<file path="config.mk">
export PLATFORM = sky130hd
export DESIGN_NAME = ex_cycle_flat
export DESIGN_NICKNAME = d
export VERILOG_FILES = /design/src/rtl/ex_pkg.sv /design/src/rtl/ex_cycle_if.sv /design/src/rtl/alu.sv /design/src/rtl/ex_cycle.sv /design/src/flat_wrapper.sv
export SDC_FILE = /design/constraint.sdc
export NUM_CORES = 1
export LEC_CHECK = 0
export ABC_AREA = 1
export CORE_MARGIN = 5
export CORE_UTILIZATION = 25
export DETAILED_ROUTE_END_ITERATION = 10
export PLACE_DENSITY = 0.42
export SLEW_MARGIN = 20
export SYNTH_ARGS = -nofsm -noshare
export SYNTH_HDL_FRONTEND = slang
export SYNTH_SLANG_ARGS = --single-unit
</file>
<file path="constraint.sdc">
create_clock -name i_clk -period 8.2 [get_ports i_clk]
set_input_delay 2.05 -clock i_clk [delete_from_list [all_inputs] [get_ports i_clk]]
set_output_delay 2.05 -clock i_clk [all_outputs]
set_load 0.05 [all_outputs]
</file>
<file path="src/rtl/ex_pkg.sv">
// Shared types for the EX stage: ALU opcodes, forwarding selects,
// branch funct3 codes and the EX/MEM pipeline register payload.
package ex_pkg;

  localparam int unsigned EX_XLEN = 32;
  localparam int unsigned REG_AW  = 5;

  typedef enum logic [3:0] {
    ALU_ADD   = 4'd0,
    ALU_SUB   = 4'd1,
    ALU_SLL   = 4'd2,
    ALU_SLT   = 4'd3,
    ALU_SLTU  = 4'd4,
    ALU_XOR   = 4'd5,
    ALU_SRL   = 4'd6,
    ALU_SRA   = 4'd7,
    ALU_OR    = 4'd8,
    ALU_AND   = 4'd9,
    ALU_PASSB = 4'd10
  } alu_op_e;

  typedef enum logic [1:0] {
    FWD_RF  = 2'd0,
    FWD_MEM = 2'd1,
    FWD_WB  = 2'd2
  } fwd_sel_e;

  localparam logic [2:0] F3_BEQ  = 3'b000;
  localparam logic [2:0] F3_BNE  = 3'b001;
  localparam logic [2:0] F3_BLT  = 3'b100;
  localparam logic [2:0] F3_BGE  = 3'b101;
  localparam logic [2:0] F3_BLTU = 3'b110;
  localparam logic [2:0] F3_BGEU = 3'b111;

  // EX/MEM register contents
  typedef struct packed {
    logic                 ins_n_vld;
    logic                 rd_wren;
    logic                 mem_wren;
    logic [EX_XLEN-1:0]   pc_4;
    logic [EX_XLEN-1:0]   alu_data;
    logic [EX_XLEN-1:0]   rs2_data;
    logic [1:0]           wb_sel;
    logic [2:0]           slt_sl;
    logic [REG_AW-1:0]    rd_addr;
  } ex_mem_t;

endpackage

</file>
<file path="src/rtl/ex_cycle_if.sv">
// EX/MEM bus carrying the registered *_M fields into mem_cycle.
// master: ex_cycle (drives), slave: mem_cycle (consumes).
interface ex_cycle_if;
  import ex_pkg::*;

  logic                 o_ins_n_vld_M;
  logic                 o_rd_wren_M;
  logic                 o_mem_wren_M;
  logic [EX_XLEN-1:0]   o_pc_4_M;
  logic [EX_XLEN-1:0]   o_alu_data_M;
  logic [EX_XLEN-1:0]   o_rs2_data_M;
  logic [1:0]           o_wb_sel_M;
  logic [2:0]           o_slt_sl_M;
  logic [REG_AW-1:0]    o_rd_addr_M;

  modport master (
    output o_ins_n_vld_M, o_rd_wren_M, o_mem_wren_M, o_pc_4_M,
           o_alu_data_M, o_rs2_data_M, o_wb_sel_M, o_slt_sl_M, o_rd_addr_M
  );

  modport slave (
    input  o_ins_n_vld_M, o_rd_wren_M, o_mem_wren_M, o_pc_4_M,
           o_alu_data_M, o_rs2_data_M, o_wb_sel_M, o_slt_sl_M, o_rd_addr_M
  );

endinterface

</file>
<file path="src/rtl/alu.sv">
// RV32I integer ALU, purely combinational.
// Ports: a, b operands; op ALU opcode; result (0 for undefined opcodes).
module alu
  import ex_pkg::*;
#(
  parameter int unsigned XLEN = 32
) (
  input  logic [XLEN-1:0] a,
  input  logic [XLEN-1:0] b,
  input  alu_op_e         op,
  output logic [XLEN-1:0] result
);

  logic [4:0] shamt;
  assign shamt = b[4:0];

  always_comb begin
    result = '0;
    case (op)
      ALU_ADD:   result = a + b;
      ALU_SUB:   result = a - b;
      ALU_SLL:   result = a << shamt;
      ALU_SLT:   result = XLEN'($signed(a) < $signed(b));
      ALU_SLTU:  result = XLEN'(a < b);
      ALU_XOR:   result = a ^ b;
      ALU_SRL:   result = a >> shamt;
      ALU_SRA:   result = $unsigned($signed(a) >>> shamt);
      ALU_OR:    result = a | b;
      ALU_AND:   result = a & b;
      ALU_PASSB: result = b;
      default:   result = '0;
    endcase
  end

endmodule

</file>
<file path="src/rtl/ex_cycle.sv">
// Execute stage: operand forwarding, ALU, branch comparator, PC redirect
// and the EX/MEM pipeline register.
// Ports: i_clk/i_rst_M (async, active-high); i_enb_M hold, i_flush_M bubble;
// *_E decoded EX instruction fields; i_wb_data_W forwarding source;
// o_pc_sel_E/o_pc_target_E combinational redirect; m EX/MEM bus (registered).
module ex_cycle
  import ex_pkg::*;
#(
  parameter int unsigned XLEN = 32
) (
  input  logic            i_clk,
  input  logic            i_rst_M,
  input  logic            i_enb_M,
  input  logic            i_flush_M,
  input  logic            i_ins_n_vld_E,
  input  logic [XLEN-1:0] i_pc_E,
  input  logic [XLEN-1:0] i_pc_4_E,
  input  logic [XLEN-1:0] i_rs1_data_E,
  input  logic [XLEN-1:0] i_rs2_data_E,
  input  logic [XLEN-1:0] i_imm_E,
  input  logic [4:0]      i_rd_addr_E,
  input  logic            i_rd_wren_E,
  input  logic            i_mem_wren_E,
  input  logic [1:0]      i_wb_sel_E,
  input  logic [2:0]      i_slt_sl_E,
  input  logic [3:0]      i_alu_op_E,
  input  logic            i_opa_sel_E,
  input  logic            i_opb_sel_E,
  input  logic            i_br_E,
  input  logic            i_jmp_E,
  input  logic [2:0]      i_br_f3_E,
  input  logic [1:0]      i_fwd_a_sel_E,
  input  logic [1:0]      i_fwd_b_sel_E,
  input  logic [XLEN-1:0] i_wb_data_W,
  output logic            o_pc_sel_E,
  output logic [XLEN-1:0] o_pc_target_E,
  ex_cycle_if.master      m
);

  ex_mem_t         q;
  ex_mem_t         d;
  logic [XLEN-1:0] fa;
  logic [XLEN-1:0] fb;
  logic [XLEN-1:0] op_a;
  logic [XLEN-1:0] op_b;
  logic [XLEN-1:0] alu_res;
  logic            taken;

  // Forwarding muxes; the unused select code falls back to the register file
  always_comb begin
    case (fwd_sel_e'(i_fwd_a_sel_E))
      FWD_MEM: fa = q.alu_data;
      FWD_WB:  fa = i_wb_data_W;
      default: fa = i_rs1_data_E;
    endcase
    case (fwd_sel_e'(i_fwd_b_sel_E))
      FWD_MEM: fb = q.alu_data;
      FWD_WB:  fb = i_wb_data_W;
      default: fb = i_rs2_data_E;
    endcase
  end

  assign op_a = i_opa_sel_E ? i_pc_E  : fa;
  assign op_b = i_opb_sel_E ? i_imm_E : fb;

  alu #(.XLEN(XLEN)) u_alu (
    .a      (op_a),
    .b      (op_b),
    .op     (alu_op_e'(i_alu_op_E)),
    .result (alu_res)
  );

  // Branch comparator works on forwarded register values, not on the ALU operands
  always_comb begin
    taken = 1'b0;
    case (i_br_f3_E)
      F3_BEQ:  taken = (fa == fb);
      F3_BNE:  taken = (fa != fb);
      F3_BLT:  taken = ($signed(fa) < $signed(fb));
      F3_BGE:  taken = ($signed(fa) >= $signed(fb));
      F3_BLTU: taken = (fa < fb);
      F3_BGEU: taken = (fa >= fb);
      default: taken = 1'b0;
    endcase
  end

  assign o_pc_sel_E    = i_ins_n_vld_E & (i_jmp_E | (i_br_E & taken));
  assign o_pc_target_E = {alu_res[XLEN-1:1], 1'b0};

  // Next EX/MEM contents; a flush only kills the control bits
  always_comb begin
    d.ins_n_vld = i_ins_n_vld_E & ~i_flush_M;
    d.rd_wren   = i_rd_wren_E   & ~i_flush_M;
    d.mem_wren  = i_mem_wren_E  & ~i_flush_M;
    d.pc_4      = i_pc_4_E;
    d.alu_data  = alu_res;
    d.rs2_data  = fb;
    d.wb_sel    = i_wb_sel_E;
    d.slt_sl    = i_slt_sl_E;
    d.rd_addr   = i_rd_addr_E;
  end

  // EX/MEM register: reset, then hold, then capture (flush folded into d)
  always_ff @(posedge i_clk or posedge i_rst_M) begin
    if (i_rst_M) begin
      q <= '0;
    end else if (!i_enb_M) begin
      q <= d;
    end
  end

  assign m.o_ins_n_vld_M = q.ins_n_vld;
  assign m.o_rd_wren_M   = q.rd_wren;
  assign m.o_mem_wren_M  = q.mem_wren;
  assign m.o_pc_4_M      = q.pc_4;
  assign m.o_alu_data_M  = q.alu_data;
  assign m.o_rs2_data_M  = q.rs2_data;
  assign m.o_wb_sel_M    = q.wb_sel;
  assign m.o_slt_sl_M    = q.slt_sl;
  assign m.o_rd_addr_M   = q.rd_addr;

endmodule
</file>
<file path="src/flat_wrapper.sv">
// flat-port wrapper written by rule: the top's interface ports become plain ports
module ex_cycle_flat import ex_pkg::*;
#(
  parameter int unsigned XLEN = 32
)
  (i_clk, i_rst_M, i_enb_M, i_flush_M, i_ins_n_vld_E, i_pc_E, i_pc_4_E, i_rs1_data_E, i_rs2_data_E, i_imm_E, i_rd_addr_E, i_rd_wren_E, i_mem_wren_E, i_wb_sel_E, i_slt_sl_E, i_alu_op_E, i_opa_sel_E, i_opb_sel_E, i_br_E, i_jmp_E, i_br_f3_E, i_fwd_a_sel_E, i_fwd_b_sel_E, i_wb_data_W, o_pc_sel_E, o_pc_target_E, m_o_ins_n_vld_M, m_o_rd_wren_M, m_o_mem_wren_M, m_o_pc_4_M, m_o_alu_data_M, m_o_rs2_data_M, m_o_wb_sel_M, m_o_slt_sl_M, m_o_rd_addr_M);
  ex_cycle_if m_i ();
  input  logic i_clk;
  input  logic i_rst_M;
  input  logic i_enb_M;
  input  logic i_flush_M;
  input  logic i_ins_n_vld_E;
  input  logic [XLEN-1:0] i_pc_E;
  input  logic [XLEN-1:0] i_pc_4_E;
  input  logic [XLEN-1:0] i_rs1_data_E;
  input  logic [XLEN-1:0] i_rs2_data_E;
  input  logic [XLEN-1:0] i_imm_E;
  input  logic [4:0] i_rd_addr_E;
  input  logic i_rd_wren_E;
  input  logic i_mem_wren_E;
  input  logic [1:0] i_wb_sel_E;
  input  logic [2:0] i_slt_sl_E;
  input  logic [3:0] i_alu_op_E;
  input  logic i_opa_sel_E;
  input  logic i_opb_sel_E;
  input  logic i_br_E;
  input  logic i_jmp_E;
  input  logic [2:0] i_br_f3_E;
  input  logic [1:0] i_fwd_a_sel_E;
  input  logic [1:0] i_fwd_b_sel_E;
  input  logic [XLEN-1:0] i_wb_data_W;
  output logic o_pc_sel_E;
  output logic [XLEN-1:0] o_pc_target_E;
  output wire logic [$bits(m_i.o_ins_n_vld_M)-1:0] m_o_ins_n_vld_M;
  output wire logic [$bits(m_i.o_rd_wren_M)-1:0] m_o_rd_wren_M;
  output wire logic [$bits(m_i.o_mem_wren_M)-1:0] m_o_mem_wren_M;
  output wire logic [$bits(m_i.o_pc_4_M)-1:0] m_o_pc_4_M;
  output wire logic [$bits(m_i.o_alu_data_M)-1:0] m_o_alu_data_M;
  output wire logic [$bits(m_i.o_rs2_data_M)-1:0] m_o_rs2_data_M;
  output wire logic [$bits(m_i.o_wb_sel_M)-1:0] m_o_wb_sel_M;
  output wire logic [$bits(m_i.o_slt_sl_M)-1:0] m_o_slt_sl_M;
  output wire logic [$bits(m_i.o_rd_addr_M)-1:0] m_o_rd_addr_M;
  assign m_o_ins_n_vld_M = m_i.o_ins_n_vld_M;
  assign m_o_rd_wren_M = m_i.o_rd_wren_M;
  assign m_o_mem_wren_M = m_i.o_mem_wren_M;
  assign m_o_pc_4_M = m_i.o_pc_4_M;
  assign m_o_alu_data_M = m_i.o_alu_data_M;
  assign m_o_rs2_data_M = m_i.o_rs2_data_M;
  assign m_o_wb_sel_M = m_i.o_wb_sel_M;
  assign m_o_slt_sl_M = m_i.o_slt_sl_M;
  assign m_o_rd_addr_M = m_i.o_rd_addr_M;
  ex_cycle #(.XLEN(XLEN)) u_core (.i_clk(i_clk), .i_rst_M(i_rst_M), .i_enb_M(i_enb_M), .i_flush_M(i_flush_M), .i_ins_n_vld_E(i_ins_n_vld_E), .i_pc_E(i_pc_E), .i_pc_4_E(i_pc_4_E), .i_rs1_data_E(i_rs1_data_E), .i_rs2_data_E(i_rs2_data_E), .i_imm_E(i_imm_E), .i_rd_addr_E(i_rd_addr_E), .i_rd_wren_E(i_rd_wren_E), .i_mem_wren_E(i_mem_wren_E), .i_wb_sel_E(i_wb_sel_E), .i_slt_sl_E(i_slt_sl_E), .i_alu_op_E(i_alu_op_E), .i_opa_sel_E(i_opa_sel_E), .i_opb_sel_E(i_opb_sel_E), .i_br_E(i_br_E), .i_jmp_E(i_jmp_E), .i_br_f3_E(i_br_f3_E), .i_fwd_a_sel_E(i_fwd_a_sel_E), .i_fwd_b_sel_E(i_fwd_b_sel_E), .i_wb_data_W(i_wb_data_W), .o_pc_sel_E(o_pc_sel_E), .o_pc_target_E(o_pc_target_E), .m(m_i));
endmodule
</file>
---- Word level (Yosys, flattened, before mapping) ----
Cells that the tools add are included.
operators by class
  $add $sub $neg .......................... 2
  order comparisons ....................... 6
  eq/ne operators ......................... 21
  shift-type cells ........................ 3
  mux-type cells .......................... 6
  bitwise operators ....................... 10
  reductions and logical operators ........ 2
operator list
  operator                                                         number
  32-bit one-hot mux with 11 select lines                          1
  32-bit less-than comparator                                      4
  32-bit one-hot mux with 2 select lines                           2
  32-bit >= comparator                                             2
  32-bit 2-to-1 mux                                                2
  32-bit adder                                                     1
  32-bit AND                                                       1
  32-bit == test                                                   1
  32-bit != test                                                   1
  32-bit OR                                                        1
  32-bit by 5-bit left shift with 32-bit output                    1
  32-bit by 5-bit right shift with 32-bit output                   1
  32-bit by 5-bit >>> shifter with 32-bit output                   1
  32-bit subtractor                                                1
  32-bit XOR                                                       1
  4-bit by 3-bit == test with 1-bit output, second input constant  4
  3-bit == test, second input constant                             4
  4-bit == test, second input constant                             3
  4-bit by 2-bit == test with 1-bit output, second input constant  2
  1-bit one-hot mux with 6 select lines                            1
  1-bit AND                                                        5
  2-bit by 1-bit == test with 1-bit output, second input constant  2
  2-bit == test, second input constant                             2
  4-bit by 1-bit == test with 1-bit output, second input constant  1
  5 further kinds                                                  5
storage, ports and cells
  register bits after elaboration ......... 109
  bits of input ports ..................... 224
  output and inout port bits .............. 142
  logic and storage cells ................. 59

---- Longest topological paths before layout ----
Gate-level depths: netlist of run 1.
  word-level depth ........................ 7
  depth in mapped cells ................... 28

---- Cells and area by module ----
A second synthesis of run 1 with hierarchy kept.
second synthesis, totals
  cells, all modules ...................... 3,135
  area, all modules ....................... 17,246.5 um^2
modules (own cells, without submodules)
  module    times used  cells each  area an instance (um^2)  sequential area each (um^2)
  alu       1           2,218       10,452.5                 0.0
  ex_cycle  1           917         6,794.0                  2,727.6

---- Worst setup path before layout of run 1 ----
No wires, ideal clock.
  path kind ............................... input port to output port
  start point ............................. in i_fwd_b_sel_E[0]
  end point ............................... out o_pc_target_E[25]
  arrival time ............................ 5.168 ns
  required time ........................... 6.150 ns
  slack ................................... 0.982 ns
  stages on the path ...................... 24
  cell sequence ........................... inv_1 ha_1 inv_2 buf_6 nand2_1 o21ai_2 nand2_1 nand2_2 inv_2 buf_2 buf_2 ha_1 buf_2 nor2_1 nand3_1 o21ai_0 inv_1 o21ai_0 nand4_1 nand2_1 nand2_1 nand3_1 nand3_1 buf_4
between the ends
  word-level cells in the longest chain between the ends .. 5
  elaborated cells on any way between the ends .. 13
  those cells by class .................... 2 x add/sub; 2 x eq/ne; 3 x shift; 3 x mux; 3 x bitwise
RTL lines
  item                                                                              RTL line            source
  start: declaration                                                                flat_wrapper.sv:30  input logic [1:0] i_fwd_b_sel_E;
  2-bit == test / 2-bit by 1-bit == test with 1-bit output (equally long branches)  ex_cycle.sv:56      case (fwd_sel_e'(i_fwd_b_sel_E))
  32-bit one-hot mux with 2 select lines *                                          ex_cycle.sv:56
  32-bit 2-to-1 mux *                                                               ex_cycle.sv:64      assign op_b = i_opb_sel_E ? i_imm_E : fb;
  32-bit subtractor (tied with other cells)                                         alu.sv:21           ALU_SUB: result = a - b;
  32-bit one-hot mux with 11 select lines *                                         alu.sv:19           case (op)
  end: declaration                                                                  flat_wrapper.sv:33  output logic [XLEN-1:0] o_pc_target_E;
Mark *: on every way between the ends. The rest lies on a longest branch, timed or not.

---- Worst setup path in the final report of run 1 ----
  start point ............................. in i_fwd_b_sel_E[0]
  end point ............................... out o_pc_target_E[24]
The elaborated chain is that of the path after synthesis.

==> flow_summary.ini, run 1 <==
[status]
status = complete, no violations

[cells_and_area]
drive_above_1_share = 0.2475
final_area_um2 = 27440
area_growth_pct = 57.14
fin_nets = 4180
post-route-util = 0.3980

[yosys]
netlist_area_um2 = 17460
avgSynthCellArea_um2 = 5.643
synth_top_family_by_area = simple AND/OR/NAND/NOR gates
netlist_instances = 3094
synth_cell_type_count = 48
synth_compound_area_frac = 0.1511
synthMuxAreaShare = 0
synthFlopType = dfrtp_1
yosys_register_bits = 109
ys_seq_area_frac = 0.1562
synth_enable_flop_cells = 0
synthAdderAreaFrac = 0.09760
yosys_warnings = 0
synth-simple-area-share = 0.4724
syn-num-nets = 3453
async_reset_ff_frac = 1.000
synth_xor_area_frac = 0

[pwr]
p_leak_nw = 13.41
power_density_nw_per_um2 = 170.1
peakVddDrop_mv = 0.1097

[sta]
hold_viol_final = 0
maxSlewViolCount = 0
tns_ns = 0
slew_headroom = 0.2842
tightest_slew_ns = 1.070
fin_crit_ns = 8.080
timing.hold.ws_ns = 0.4832
rsz0062_at_grt = yes
period_share = 0.9854
timing.fmax_mhz = 123.8
finalSetupViolCount = 0
fin_skew_ns = 0.01609

[grt]
overflow = 0
grt_max_degree = 74
grt_pass1_wl_um = 166000
antenna_found_initial = 5
grt.total_usage = 0.2980
grt_pass1_vias = 23421

[floorplanning]
row_count = 96
core_um2 = 68950
io_pins = 366
die_y_um = 274.3
die_w_um = 274.3
die_area_um2 = 75230
start_util = 0.2532

[worst_setup_path]
reg2reg_depth = 24
path_class = in -> out
cp-start-kind = input pin
r2r-end = u_core.m.o_alu_data_M[9]$_DFFE_PP0N_
cp.arrival_ns = 6.03
reg2reg_from = u_core.m.o_alu_data_M[0]$_DFFE_PP0N_
crit_required_ns = 6.15
cp_max_fo = 12
endpoint_kind = output pin
r2r_setup_slack_ns = 4.52

[worst_hold_path]
worstHoldPathType = reg -> reg
hold-path-cell-count = 2
worstHoldEndpoint = u_core.m.o_pc_4_M[17]$_DFFE_PP0N_
hold_start = u_core.m.o_pc_4_M[17]$_DFFE_PP0N_

[drt]
vias_per_cell = 5.180
ant_nets = 0
drc = 0
drt_iter0_drc = 2321
wl_um = 117800
dr.pass1.iters = 6
post_drt_wl_per_cell_um = 24.74
vias = 24661

[clocking]
cts.sinks = 109
clkLatencyLatePin_ns = 0.40
htreeDepth = 3
tritoncts = built
clkTransAtPathRegs_ns = 0.09
numCtsBuffers = 9
clockBufferDepth = 2
root_buffer = clkbuf_16

[placement]
dp_hpwl_um = 98290
gp_congestion = 1.035
place_area_um2 = 25700
numPortBuffers = 364

[job]
drv_cap = 0
## layout by cell type (no fill, tap or decap), drive strengths merged, types with 2 or more instances in the layout
cell type      instances
a211oi                 4
o21ai                200
nor3                  22
nand3                474
a21oi                155
inv                  291
o21bai                13
or2                   66
a21boi                 5
nand3b                 8
a31oi                  8
nor2                 169
a21o                   7
a22o                   3
clkbuf                11
nor4                   6
ha                   133
clkdlybuf4s50        330
a221oi                11
fa                     2
o21a                   4
nand2               1116
o221ai                11
o22ai                 17
buf                  574
dfrtp                109
o211ai                18
nand4                 45
and2                   6
clkinvlp               2
diode                  4
## area by class of cell
cell class / instances / area [µm²]
fillers: 7504 / 41510
multi-input cells: 2507 / 13840
repair buffers: 907 / 8295
flip-flops and latches: 109 / 2728
well taps: 931 / 1165
inverters: 287 / 1091
clock buffers: 9 / 225.2
clock inverters: 7 / 82.58
diodes: 4 / 10.01
## state kept, by name (all words and copies together) (netlist names), 2 cells and up
signal                 flops
u_core.m.o_rd_addr_M       5
u_core.m.o_pc_4_M         32
u_core.m.o_wb_sel_M        2
u_core.m.o_slt_sl_M        3
u_core.m.o_rs2_data_M     32
u_core.m.o_alu_data_M     32
## logic make-up (layout without fill, tap and decap cells)
group | Yosys count | after routing
fa+ha+maj | 135 | 135
buf+inv | 478 | 1210
flops | 109 | 109
compound gates | 458 | 458
simple gates | 1913 | 1913
other cells | 1 | 5
## power by group
part	switching [mW]	leakage [nW]	total (mW)	internal, mW
sequential	0.0787	1.37	0.686	0.608
clock	0.271	0.148	0.492	0.221
combinational	2.12	11.9	3.49	1.37
total	2.47	13.4	4.67	2.20
## stage by stage
stage / std cells / total power, mW / worst slack [ns]
floorplan: 3094 / 2.302 / 0.9816
global placement: 4729 / 3.904 / -0.6552
detailed placement: 4729 / 3.900 / -0.6247
CTS: 4747 / 4.486 / -0.007724
global route: 4757 / 4.930 / -0.01529
finish: 4761 / 4.668 / 0.1198
## worst max-delay path by stage
stage / start / endpoint / slack, ns / depth (start not counted)
6_report: i_fwd_b_sel_E[0] / o_pc_target_E[24] / 0.12 / 24
5_1_grt: i_fwd_b_sel_E[0] / o_pc_target_E[30] / -0.02 / 28
4_1_cts: i_fwd_b_sel_E[0] / o_pc_target_E[17] / -0.008 / 27
3_5_place_dp: i_fwd_b_sel_E[0] / o_pc_target_E[17] / -0.62 / 23
3_3_place_gp: i_fwd_b_sel_E[0] / o_pc_target_E[17] / -0.66 / 23
2_1_floorplan: i_fwd_b_sel_E[0] / o_pc_target_E[25] / 0.98 / 24
## layer usage
metal	wire length (µm)	vias up	track usage
met5	41	-	0
met1	51980	11795	0.4063
met3	8214	147	0.04043
li1	-	11598	-
met2	53430	1115	0.4919
met4	4114	6	0.08669
## cells in the mapped netlist (7+ instances only)
library cell / n / area, µm²
nand2_1: 1095 / 4110
nand3_1: 466 / 2332
inv_1: 278 / 1044
nor2_1: 167 / 626.9
a21oi_1: 155 / 775.7
o21ai_0: 136 / 680.7
ha_1: 133 / 1664
dfrtp_1: 109 / 2728
buf_2: 73 / 365.4
clkbuf_1: 55 / 206.5
nand4_1: 45 / 281.5
buf_4: 44 / 330.3
o21ai_1: 43 / 215.2
or2_2: 37 / 231.5
nor3_1: 22 / 110.1
o21ai_2: 21 / 183.9
nand2_2: 20 / 125.1
or2_1: 18 / 112.6
o211ai_1: 17 / 127.6
o22ai_1: 17 / 106.4
o21bai_1: 13 / 97.59
a221oi_1: 11 / 96.34
buf_6: 11 / 123.9
o221ai_1: 11 / 96.34
or2_0: 11 / 68.82
inv_2: 9 / 33.78
a31oi_1: 8 / 50.05
nand3_2: 8 / 80.08
nand3b_1: 8 / 60.06
a21o_1: 7 / 52.55
## critical path: stages
cell and delay, ns:
clkdlybuf4s50_1 0.49, inv_1 0.08, ha_4 0.29, inv_6 0.05
buf_12 0.14, buf_8 0.14, or2_1 0.22, nand3_2 0.10
nand2_4 0.06, buf_4 0.17, ha_1 0.23, fa_2 0.38
nand2_2 0.10, o21ai_2 0.06, nand2_1 0.08, nand2_2 0.09
nand2_1 0.09, nand2_2 0.09, nand2_1 0.09, nand4_1 0.10
nand3_2 0.11, nand4_1 0.27, or2_4 0.38, buf_12 0.16
## what timing repair did
item,4_1_cts,5_1_grt
pin swaps,14,52
setup buffers,2,8
setup endpoints to repair,22,28
hold endpoints to repair,0,0
cloned,0,2
hold buffers,0,0
resized for setup,131,229
Power figures use the tool's default switching activity.
==> run 2: changes to the inputs <==
- GPL_TIMING_DRIVEN: default -> 0
- TNS_END_PERCENT: default -> 100
==> run 2 against run 1 <==
Sequential power is essentially flat. Wire length up 15%. Sequential cell count stayed put. Fmax fell by 1.2%. Largest cell class unchanged.
==> flow_summary.ini, run 2 (synthesis gave the netlist of run 1 again) <==
[clocking]
cts.sinks = 109
tritoncts = built
clkLatencyLatePin_ns = 0.40
hold_buffers = 0
root_buffer = clkbuf_16
htreeDepth = 3
clockBufferDepth = 2
clkTransAtPathRegs_ns = 0.08
numCtsBuffers = 9

[pwr]
power_mw = 4.482
p_leak_nw = 11.96
peakVddDrop_mv = 0.1125
power_density_nw_per_um2 = 176.2

[sta]
timing.fmax_mhz = 122.3
tightest_slew_ns = 1.138
timing.hold.ws_ns = 0.4842
rsz0062_at_grt = yes
finalSetupViolCount = 0
hold_viol_final = 0
maxSlewViolCount = 0
fin_crit_ns = 8.175
period_share = 0.9970
slew_headroom = 0.2416
tns_ns = 0
fin_skew_ns = 0.009965

[drt]
wl_um = 135700
post_drt_wl_per_cell_um = 30.19
dr.pass1.iters = 6
drt_iter0_drc = 2753
drc = 0
ant_nets = 0
vias_per_cell = 5.474
vias = 24607

[grt]
grt.total_usage = 0.3441
grt_pass1_vias = 23482
antenna_found_initial = 13
grt_pass1_wl_um = 184000
grt_max_degree = 68
overflow = 0

[worst_hold_path]
worstHoldPathType = reg -> reg

[worst_setup_path]
cp_max_fo = 10
cp-start-kind = input pin
max_stage_delay_ns = 0.80
crit_required_ns = 6.15
cp_common_cell = inv_1
cp.arrival_ns = 6.13
path_class = in -> out
slowest_stage = clkbuf_1
path_cells = clkdlybuf4s50_1 -> inv_1 -> nor2_1 -> nand2_1 -> inv_1 -> clkbuf_1 -> a21oi_1 -> o211ai_1 -> nor2_2 -> nand2_2 -> buf_4 -> buf_6
endpoint_kind = output pin

[job]
drv_cap = 0

[floorplanning]
io_pins = 366
die_area_um2 = 75230
start_util = 0.2532
die_y_um = 274.3
die_w_um = 274.3
row_count = 96
core_um2 = 68950

[cells_and_area]
post-route-util = 0.3690
multi_input_area_um2 = 14460
drive_above_1_share = 0.1967
regArea_um2 = 2728
area_growth_pct = 45.73
fin_nets = 3907
n_fill_cell = 7675
layout_commonest_cell = nand2_1
finalNonFillerCells = 4495
layout_common_cells = 1,013 x nand2_1, 440 x nand3_1, 328 x clkdlybuf4s50_1

[status]
status = complete, no violations

[placement]
dp_hpwl_um = 112500
numPortBuffers = 364
gp_congestion = 1.008
dp.cells = 4390
[run 2: cell types whose count changed in the layout (fill, tap and decap cells not counted), moves of 31 or more]
cell	change
buf_4	-378
buf_2	+55
buf_12	-38
clkbuf_1	+38
nand2_4	+35
nand2_1	-31
[run 2: repair_timing]
action / CTS / global route
pin swaps: 77 / 57
gates cloned: 3 / 1
setup endpoints to repair: 33 / 32
hold endpoints to repair: 0 / 0
gates resized for setup: 602 / 167
buffers inserted: 69 / 22
[run 2: final timing paths]
check / slack, ns / start / cells after the start / to
max in group asynchronous: 5.42 / i_rst_M / 3 / u_core.m.o_alu_data_M[17]$_DFFE_PP0N_
min reg2reg: 0.48 / u_core.m.o_pc_4_M[11]$_DFFE_PP0N_ / 2 / u_core.m.o_pc_4_M[11]$_DFFE_PP0N_
min in group asynchronous: 2.06 / i_rst_M / 2 / u_core.m.o_rs2_data_M[19]$_DFFE_PP0N_
max: 0.02 / i_alu_op_E[0] / 12 / o_pc_target_E[9]
max reg2reg: 4.13 / u_core.m.o_alu_data_M[2]$_DFFE_PP0N_ / 21 / u_core.m.o_alu_data_M[9]$_DFFE_PP0N_
min: 0.48 / u_core.m.o_pc_4_M[11]$_DFFE_PP0N_ / 2 / u_core.m.o_pc_4_M[11]$_DFFE_PP0N_
[run 2: layer usage]
layer,wire length [µm],global-route usage
met5,61,0
met4,7453,0.1602
met3,10740,0.06677
met2,62630,0.5757
met1,54830,0.4265
[run 2: through the flow]
stage / area [µm²] / setup WS (ns)
floorplan: 17460 / 0.9816
global placement: 22270 / -3.164
detailed placement: 22300 / -3.157
CTS: 24740 / 0.0001523
global route: 25430 / -0.03233
finish: 25440 / 0.02453
[run 2: cell type report]
type | count | area share
Clock buffer | 10 | 0.009392
Inverter | 287 | 0.04391
Buffer | 174 | 0.04947
Multi-Input combinational cell | 2507 | 0.5681
Antenna cell | 11 | 0.001082
Timing Repair inverter | 1 | 0.0002950
Sequential cell | 109 | 0.1072
Timing Repair Buffer | 459 | 0.1721
Clock inverter | 6 | 0.002655
Tap cell | 931 | 0.04578
[run 2: critical path, delay by kind of cell]
family | cells | cell delay [ns]
buffers and inverters | 6 | 2.30
AO/OA/AOI/OAI | 2 | 0.73
AND/OR/NAND/NOR | 4 | 1.03
[run 2: power by group]
| part | switching, mW | leakage [nW] | total, mW | internal, mW |
|---|---|---|---|---|
| Clock | 0.262 | 0.149 | 0.486 | 0.224 |
| Sequential | 0.0809 | 1.37 | 0.689 | 0.608 |
| Combinational | 2.24 | 10.4 | 3.31 | 1.07 |
| Total | 2.58 | 12.0 | 4.48 | 1.90 |
